File: src/rtl/linear_combo_pkg.sv
// Shared types and helpers for linear_combo_unit (FSM states, accumulator width, result narrowing).
// Defining LINEAR_COMBO_SATURATE_EN makes sat_trunc clamp out-of-range values instead of wrapping them.
package linear_combo_pkg;

  typedef enum logic [1:0] {
    IDLE = 2'd0,
    CALC = 2'd1,
    DONE = 2'd2
  } state_t;

  localparam int HELPER_W = 64;

  function automatic int acc_width(input int width, input int coef_w);
    return width + coef_w + 1;
  endfunction

  // Returns a value whose low 'width' bits are the narrowed result.
  function automatic logic signed [HELPER_W-1:0] sat_trunc(
    input logic signed [HELPER_W-1:0] acc,
    input int                         width
  );
`ifdef LINEAR_COMBO_SATURATE_EN
    logic signed [HELPER_W-1:0] maxV;
    logic signed [HELPER_W-1:0] minV;
    maxV = (64'sd1 <<< (width - 1)) - 64'sd1;
    minV = -(64'sd1 <<< (width - 1));
    if (acc > maxV) return maxV;
    if (acc < minV) return minV;
    return acc;
`else
    return (acc <<< (HELPER_W - width)) >>> (HELPER_W - width);
`endif
  endfunction

endpackage

File: src/rtl/linear_combo_unit_shift_add_step.sv
// One shift-add iteration: adds a<<<step when bit_a is set and subtracts b<<<step when bit_b is set.
module shift_add_step #(
  parameter int ACC_W  = 13,
  parameter int STEP_W = 2
) (
  input  logic signed [ACC_W-1:0]  a_i,
  input  logic signed [ACC_W-1:0]  b_i,
  input  logic                     bit_a_i,
  input  logic                     bit_b_i,
  input  logic        [STEP_W-1:0] step_i,
  input  logic signed [ACC_W-1:0]  acc_i,
  output logic signed [ACC_W-1:0]  acc_o
);

  logic signed [ACC_W-1:0] termA;
  logic signed [ACC_W-1:0] termB;

  always_comb begin
    termA = bit_a_i ? (a_i <<< step_i) : '0;
    termB = bit_b_i ? (b_i <<< step_i) : '0;
    acc_o = acc_i + termA - termB;
  end

endmodule

File: src/rtl/linear_combo_unit.sv
// Sequential coef_a*dado01 - coef_b*dado02, one coefficient bit per cycle, valid/ready on both sides.
// Build with LINEAR_COMBO_SATURATE_EN to clamp dado03 on overflow instead of wrapping.
module linear_combo_unit
  import linear_combo_pkg::*;
#(
  parameter int WIDTH  = 8,
  parameter int COEF_W = 4
) (
  input  logic              clk,
  input  logic              reset,
  input  logic              in_valid,
  output logic              in_ready,
  input  logic [WIDTH-1:0]  dado01,
  input  logic [WIDTH-1:0]  dado02,
  input  logic [COEF_W-1:0] coef_a,
  input  logic [COEF_W-1:0] coef_b,
  output logic              out_valid,
  input  logic              out_ready,
  output logic [WIDTH-1:0]  dado03,
  output logic              overflow,
  output logic              busy
);

  localparam int ACC_W  = acc_width(WIDTH, COEF_W);
  localparam int STEP_W = (COEF_W > 1) ? $clog2(COEF_W) : 1;
  localparam logic [STEP_W-1:0]     LAST_STEP = STEP_W'(COEF_W - 1);
  localparam logic signed [ACC_W-1:0] MAX_V   = ACC_W'((64'sd1 <<< (WIDTH - 1)) - 64'sd1);
  localparam logic signed [ACC_W-1:0] MIN_V   = ACC_W'(-(64'sd1 <<< (WIDTH - 1)));

  state_t                   state_q;
  logic signed [ACC_W-1:0]  a_q;
  logic signed [ACC_W-1:0]  b_q;
  logic [COEF_W-1:0]        coefA_q;
  logic [COEF_W-1:0]        coefB_q;
  logic [STEP_W-1:0]        step_q;
  logic signed [ACC_W-1:0]  acc_q;
  logic signed [ACC_W-1:0]  acc_d;
  logic [WIDTH-1:0]         dado03_q;
  logic                     overflow_q;
  logic                     outValid_q;

  logic signed [ACC_W-1:0]    aExt;
  logic signed [ACC_W-1:0]    bExt;
  logic signed [HELPER_W-1:0] accWide;
  logic [WIDTH-1:0]           result_d;
  logic                       overflow_d;

  assign aExt = {{(ACC_W-WIDTH){dado01[WIDTH-1]}}, dado01};
  assign bExt = {{(ACC_W-WIDTH){dado02[WIDTH-1]}}, dado02};

  shift_add_step #(
    .ACC_W (ACC_W),
    .STEP_W(STEP_W)
  ) u_step (
    .a_i    (a_q),
    .b_i    (b_q),
    .bit_a_i(coefA_q[step_q]),
    .bit_b_i(coefB_q[step_q]),
    .step_i (step_q),
    .acc_i  (acc_q),
    .acc_o  (acc_d)
  );

  // Result and flag are formed from the accumulator value that the final step produces.
  assign accWide    = {{(HELPER_W-ACC_W){acc_d[ACC_W-1]}}, acc_d};
  assign result_d   = WIDTH'(sat_trunc(accWide, WIDTH));
  assign overflow_d = (acc_d > MAX_V) || (acc_d < MIN_V);

  // In DONE the unit can take new operands in the same edge the result is popped.
  assign in_ready  = (state_q == IDLE) || ((state_q == DONE) && out_ready);
  assign busy      = (state_q != IDLE);
  assign out_valid = outValid_q;
  assign dado03    = dado03_q;
  assign overflow  = overflow_q;

  always_ff @(posedge clk or posedge reset) begin
    if (reset) begin
      state_q    <= IDLE;
      a_q        <= '0;
      b_q        <= '0;
      coefA_q    <= '0;
      coefB_q    <= '0;
      step_q     <= '0;
      acc_q      <= '0;
      dado03_q   <= '0;
      overflow_q <= 1'b0;
      outValid_q <= 1'b0;
    end else begin
      case (state_q)
        IDLE: begin
          if (in_valid) begin
            a_q     <= aExt;
            b_q     <= bExt;
            coefA_q <= coef_a;
            coefB_q <= coef_b;
            acc_q   <= '0;
            step_q  <= '0;
            state_q <= CALC;
          end
        end
        CALC: begin
          acc_q  <= acc_d;
          step_q <= step_q + 1'b1;
          if (step_q == LAST_STEP) begin
            dado03_q   <= result_d;
            overflow_q <= overflow_d;
            outValid_q <= 1'b1;
            state_q    <= DONE;
          end
        end
        DONE: begin
          if (out_ready) begin
            outValid_q <= 1'b0;
            if (in_valid) begin
              a_q     <= aExt;
              b_q     <= bExt;
              coefA_q <= coef_a;
              coefB_q <= coef_b;
              acc_q   <= '0;
              step_q  <= '0;
              state_q <= CALC;
            end else begin
              state_q <= IDLE;
            end
          end
        end
        default: state_q <= IDLE;
      endcase
    end
  end

endmodule

File: config.mk
export PLATFORM = sky130hd
export DESIGN_NAME = linear_combo_unit
export DESIGN_NICKNAME = d
export VERILOG_FILES = /design/src/rtl/linear_combo_pkg.sv /design/src/rtl/linear_combo_unit_shift_add_step.sv /design/src/rtl/linear_combo_unit.sv
export SDC_FILE = /design/constraint.sdc
export NUM_CORES = 1
export LEC_CHECK = 0
export CAP_MARGIN = 20
export CORE_ASPECT_RATIO = 0.9
export CORE_MARGIN = 2
export CORE_UTILIZATION = 30
export DETAILED_ROUTE_END_ITERATION = 7
export GPL_ROUTABILITY_DRIVEN = 0
export PLACE_DENSITY_LB_ADDON = 0.08
export SLEW_MARGIN = 15
export SYNTH_ARGS = -nofsm -noshare
export SYNTH_HDL_FRONTEND = slang
export SYNTH_SLANG_ARGS = --single-unit
File: constraint.sdc
create_clock -name clk -period 4.5 [get_ports clk]
set_input_delay 0.9 -clock clk [delete_from_list [all_inputs] [get_ports clk]]
set_output_delay 0.9 -clock clk [all_outputs]
set_load 0.05 [all_outputs]
Word-level counts from Yosys, hierarchy flattened
Index checks and enable logic that the tools add are counted.

Register bits: 61. Input port bits: 28. Output and inout port bits: 12. Word-level logic and storage cells: 69.

Add/sub/neg operators: 3. Order comparisons: 3. Equality and inequality tests: 6. Shift-type cells: 2. Muxes and demuxes: 32. Reduce and logical (&&, ||, !) cells: 13.

Operators by type and width (number): $mux W13 (8); $pmux W13 S2 (2); $pmux W13 S3 (1); $sshl A13 B2 Y13 (2); $mux W4 (4); $pmux W4 S2 (2); $add A13 B13 Y13 (1); $gt A13 B8 Y1 const B (1); $lt A13 B8 Y1 const B (1); $sub A13 B13 Y13 (1); $pmux W2 S3 (2); $mux W2 (5); $ne A2 B2 Y1 const B (3); $reduce_and A2 Y1 (3); $reduce_and A3 Y1 (2); $reduce_bool A2 Y1 (3); $mux W1 (5); $bmux W1 S2 (2); $eq A2 B2 Y1 const B (2); $lt A2 B3 Y1 const B (1); $reduce_bool A3 Y1 (1); $add A2 B1 Y2 const B (1); $eq A2 B1 Y1 const B (1); $logic_not A2 Y1 (1); 3 further kinds (4).

Logic depth before layout (Yosys ltp)
Word-level depth: 7. Gate-level depth with buffers: 16. Gate-level depth less buffers: 14.

Modules after synthesis
Synthesis repeated with hierarchy kept, for this count alone.

Cell total of the unflattened synthesis: 320. Area total of the unflattened synthesis: 3636.0 µm².

By module, submodules not included: linear_combo_unit (times used 1, cells an instance 132, area an instance 2026.9 µm², sequential area each 1276.2 µm²); shift_add_step (times used 1, cells an instance 188, area an instance 1609.0 µm², sequential area each 0.0 µm²).

Worst setup path before layout
OpenSTA, ideal clock, no wires.

Kind: flip-flop to flip-flop. From: reg step_q[0]. To: reg overflow_q (netlist: overflow). Library setup time: 0.127 ns. Data arrival time: 3.664 ns. Data required time: 4.373 ns. Path slack: 0.709 ns. Cell stages (with the launch flop): 17. Buffers on the path: 4. Clock period less this slack: 3.791 ns. Cells stage by stage: dfrtp_1 > buf_6 > clkbuf_1 > clkbuf_1 > nand3_1 > a21boi_0 > fa_1 > inv_1 > ha_1 > buf_2 > a211o_1 > or3_1 > o31a_1 > o221a_2 > nor4_1 > and4_4 > nor3_1.

Cells in the longest elaborated chain, start to end: 7. Elaborated cells between the ends (all ways): 15. Those cells by class: add/sub: 2; order compare: 2; eq/ne: 1; shift: 2; mux: 6; reduce/logical: 2.

RTL lines: from (decl) (RTL line linear_combo_unit.sv:35) `logic [STEP_W-1:0] step_q;`; from (signal assigned) (RTL line linear_combo_unit.sv:103) `step_q <= step_q + 1'b1;`; $bmux W1 S2 (RTL line linear_combo_unit.sv:57) `.bit_a_i(coefA_q[step_q]),`; $mux W1 (not written as such) (RTL line linear_combo_unit.sv:57); $mux W13 (RTL line linear_combo_unit_shift_add_step.sv:19) `termA = bit_a_i ? (a_i <<< step_i) : '0;`; $add A13 B13 Y13 (RTL line linear_combo_unit_shift_add_step.sv:21) `acc_o = acc_i + termA - termB;`; $sub A13 B13 Y13 (RTL line linear_combo_unit_shift_add_step.sv:21); $gt A13 B8 Y1 / $lt A13 B8 Y1 (equally long branches) (RTL line linear_combo_unit.sv:67) `assign overflow_d = (acc_d > MAX_V) || (acc_d < MIN_V);`; $logic_or A1 B1 Y1 (RTL line linear_combo_unit.sv:67); to (signal assigned) (RTL line linear_combo_unit.sv:106) `overflow_q <= overflow_d;`; to (decl) (RTL line linear_combo_unit.sv:39) `logic overflow_q;`.

Parallel ways exist; a longest one is shown, timed or not. The select of a mux whose other input is x is not followed. A chain may end at the register's enable or synchronous reset.

Worst setup path in the final report
Ends and elaborated chain as after synthesis.

==> run metrics <==
width of the die 117.8 um; worst r2r path cells 12; final worst clock skew roughly 0.010 ns; Syn Area/Cell approximately 11 sq um; RSZ-0062 raised after global routing false; transition time at the pin with the least slew margin between 0.5 and 0.6 ns; fin crit share 88.14%; share of post-route cells with drive strength above 1 approximately 16%; drt initial violations 75; global-route wire length before repair 13.68 mm; part of the Yosys area used for sequential elements 36.52%; vias 2579; fin. max-slew vios 0; most crowded layer after global routing met2; final number of setup-violating endpoints 0; largest net degree at the start of global routing 27; worst min-delay path class reg2reg; synthesis-stage register bit count 51; CP Buf/Inv Count 1; GRT Util Overall 13.64%; antenna-violating nets left 0; class of the most critical setup path reg2reg; arrival time at the worst endpoint 4.15 ns; Top Ports 40; nature of the critical path endpoint flop; final wirelength 7.989 mm; Worst Hold Path Cells 2; Initial Util approximately 30%; clk root buf sky130_fd_sc_hd__clkbuf_16; Die Y-Extent 106.4 um; number of inserted diodes 0; commonest non-fill, non-tap cells in the layout 50 x sky130_fd_sc_hd__dfrtp_1, 39 x sky130_fd_sc_hd__clkdlybuf4s50_1, 33 x sky130_fd_sc_hd__mux2_2; met3 routing resource usage after global routing 3.165%; number of buffers inserted to repair setup after CTS 0; cell types with the largest area share after synthesis sky130_fd_sc_hd__dfrtp_1 37%, sky130_fd_sc_hd__mux2_2 11%, sky130_fd_sc_hd__fa_1 6.9%; GR Layer Usage met2 21.68%; overflow left after global routing 0; DRC violations left 0; warnings from Yosys 0; most frequent cell on the critical path sky130_fd_sc_hd__o21ai_0; Routed wire per std cell 15.22 um; number of global-route vias before repair 2700; cell area after synthesis 0.003495 sq mm; number of buffers on the longest clock path 2; Initial DRT Pass Iterations 4; count of final hold-check violations 0; placed wire-length estimate after detailed placement 6.113 mm; clock sink total slightly above 50; H-Tree Level Count 2; Mapped Nets 386; TritonCTS clock tree done; clock transition time at the flip-flop clock pins of the worst setup and hold paths roughly 0.070 ns; accumulated negative setup slack 0 ns; cell-by-cell trace of the critical path mux4_2 > and2_1 > fa_1 > inv_1 > ha_1 > o21ai_0 > o21ai_0 > nor4b_1 > a211o_1 > nor4_1 > and4_4 > nor3_1; prevailing post-synth register cell sky130_fd_sc_hd__dfrtp_1; global routing met1 resource utilization between 10% and 20%; Clk Latency, worst-skew pair between 0.2 and 0.3 ns; Syn Inst Count around 330; input/output buffers 39; required time of the critical path 4.68 ns; largest incremental delay on the critical path ~0.65 ns; number of placement rows 37; number of nets at the end of the flow 422; cell type group with the largest total delay on the critical path compound AO/OA/AOI/OAI gates; library cells used by synthesis 51; Slew HR 62.16%; highest achievable clock rate 0.2521 GHz; die area 0.01253 sq mm; Avg Vias per Cell ~5; area leader, netlist sky130_fd_sc_hd__dfrtp_1; area delta synth->final 20.30%; number of flops mapped to enable cells by yosys 0; core area 0.01139 sq mm; commonest non-fill, non-tap cell in the layout sky130_fd_sc_hd__dfrtp_1; Slowest-stage cell, CP sky130_fd_sc_hd__mux4_2; fin crit period slightly below 4 ns; result of the run finished clean; CP max FO 17; Num CTS Buffers 5; initial antenna violation count 0; fraction of synthesized cell area taken by the top area cell type 36.52%; critical path depth in cells 12; Critical Path Source Type flop; worst hold margin around 0.48 ns; share of synthesized flip-flops with an asynchronous set or reset 100.0%; number of maximum-capacitance constraint violations 0; final core area utilization between 30% and 40%
logic make-up (layout without fill, tap and decap cells):
family                   after synthesis  after routing  share of synthesized area [%]
buffers and inverters                 45             82                          5.084
AO/OA/AOI/OAI                         70             70                          13.64
adder cells (fa/ha/maj)               26             26                          11.89
flip-flops                            51             51                          36.52
XOR/XNOR                               9              9                          2.685
multiplexers                          48             48                          17.76
AND/OR/NAND/NOR                       83             83                          12.42
worst reg2reg max path, cell delays in order, from the launching register on:
cell	delay [ns]
sky130_fd_sc_hd__dfrtp_2	0.55
sky130_fd_sc_hd__mux4_2	0.65
sky130_fd_sc_hd__and2_1	0.20
sky130_fd_sc_hd__fa_1	0.50
sky130_fd_sc_hd__inv_1	0.04
sky130_fd_sc_hd__ha_1	0.33
sky130_fd_sc_hd__o21ai_0	0.15
sky130_fd_sc_hd__o21ai_0	0.40
sky130_fd_sc_hd__nor4b_1	0.11
sky130_fd_sc_hd__a211o_1	0.34
sky130_fd_sc_hd__nor4_1	0.29
sky130_fd_sc_hd__and4_4	0.25
sky130_fd_sc_hd__nor3_1	0.04
synth_stat cells (2+ instances only):
library cell / n
sky130_fd_sc_hd__a21oi_1: 11
sky130_fd_sc_hd__nand3b_1: 3
sky130_fd_sc_hd__a21o_1: 3
sky130_fd_sc_hd__o21a_1: 6
sky130_fd_sc_hd__xor2_1: 4
sky130_fd_sc_hd__nor2_1: 8
sky130_fd_sc_hd__o211a_1: 2
sky130_fd_sc_hd__o21bai_1: 2
sky130_fd_sc_hd__clkbuf_1: 13
sky130_fd_sc_hd__nand3_1: 6
sky130_fd_sc_hd__a211oi_1: 3
sky130_fd_sc_hd__nor4_1: 2
sky130_fd_sc_hd__ha_1: 14
sky130_fd_sc_hd__nand2b_1: 9
sky130_fd_sc_hd__xnor2_1: 3
sky130_fd_sc_hd__nor3_1: 3
sky130_fd_sc_hd__mux4_1: 3
sky130_fd_sc_hd__o21ai_0: 19
sky130_fd_sc_hd__mux2i_1: 8
sky130_fd_sc_hd__nor2b_1: 3
sky130_fd_sc_hd__o211ai_1: 3
sky130_fd_sc_hd__dfrtp_1: 51
sky130_fd_sc_hd__or3_1: 2
sky130_fd_sc_hd__mux2_2: 33
sky130_fd_sc_hd__and2_1: 6
sky130_fd_sc_hd__xnor2_2: 2
sky130_fd_sc_hd__o22ai_1: 3
sky130_fd_sc_hd__nand2_1: 30
sky130_fd_sc_hd__a22o_1: 9
sky130_fd_sc_hd__inv_1: 29
sky130_fd_sc_hd__fa_1: 12
sky130_fd_sc_hd__mux4_2: 4
sky130_fd_sc_hd__and3_1: 4
sky130_fd_sc_hd__a211o_1: 2
metrics by stage:
stage	std cells	instance area, sq um	setup WS (ns)
after floorplan	332	3495	0.7090
after global placement	517	4056	0.4557
after detailed placement	517	4056	0.3760
after CTS	525	4203	0.3603
after global routing	525	4204	0.1524
final	525	4204	0.5336
registers in the layout, summed over array words and instances (netlist names):
signal	cells
a_q	8
acc_q	13
b_q	8
coefA_q	4
coefB_q	4
dado03	8
out_valid	1
overflow	1
state_q	2
step_q	2
timing repair:
item                       in CTS  in global routing
setup endpoints to repair       0                  1
hold buffers                    0                  0
gates resized for setup         0                  1
cell type report:
cell class                 instances  area, sq um
clock buffer                       6        128.9
clock inverter                     2        17.52
fill                            1189         7184
inverter                          29        108.9
multi-input combinational        236         2041
sequential                        51         1277
tap                              156        195.2
timing repair buffer              45        435.4
worst paths after layout:
path                        endpoint  slack (ns)       from
max                         overflow        0.53  step_q[0]
min                        acc_q[11]        0.48  acc_q[11]
max reg2reg                 overflow        0.53  step_q[0]
min reg2reg                acc_q[11]        0.48  acc_q[11]
max in group asynchronous  step_q[0]        2.74      reset
min in group asynchronous  dado03[1]        0.97      reset
metal layers:
layer / part of all wire [%] / wire (um) / vias to the layer above
li1: - / - / 1250
met1: 50 / 3958 / 1288
met2: 46 / 3646 / 31
met3: 3.4 / 273 / 10
met4: 1.4 / 110 / 0
met5: 0 / 0 / -
Power is not shown: default switching activity piles up to over one toggle a cycle in this logic, so the estimate is an artifact.
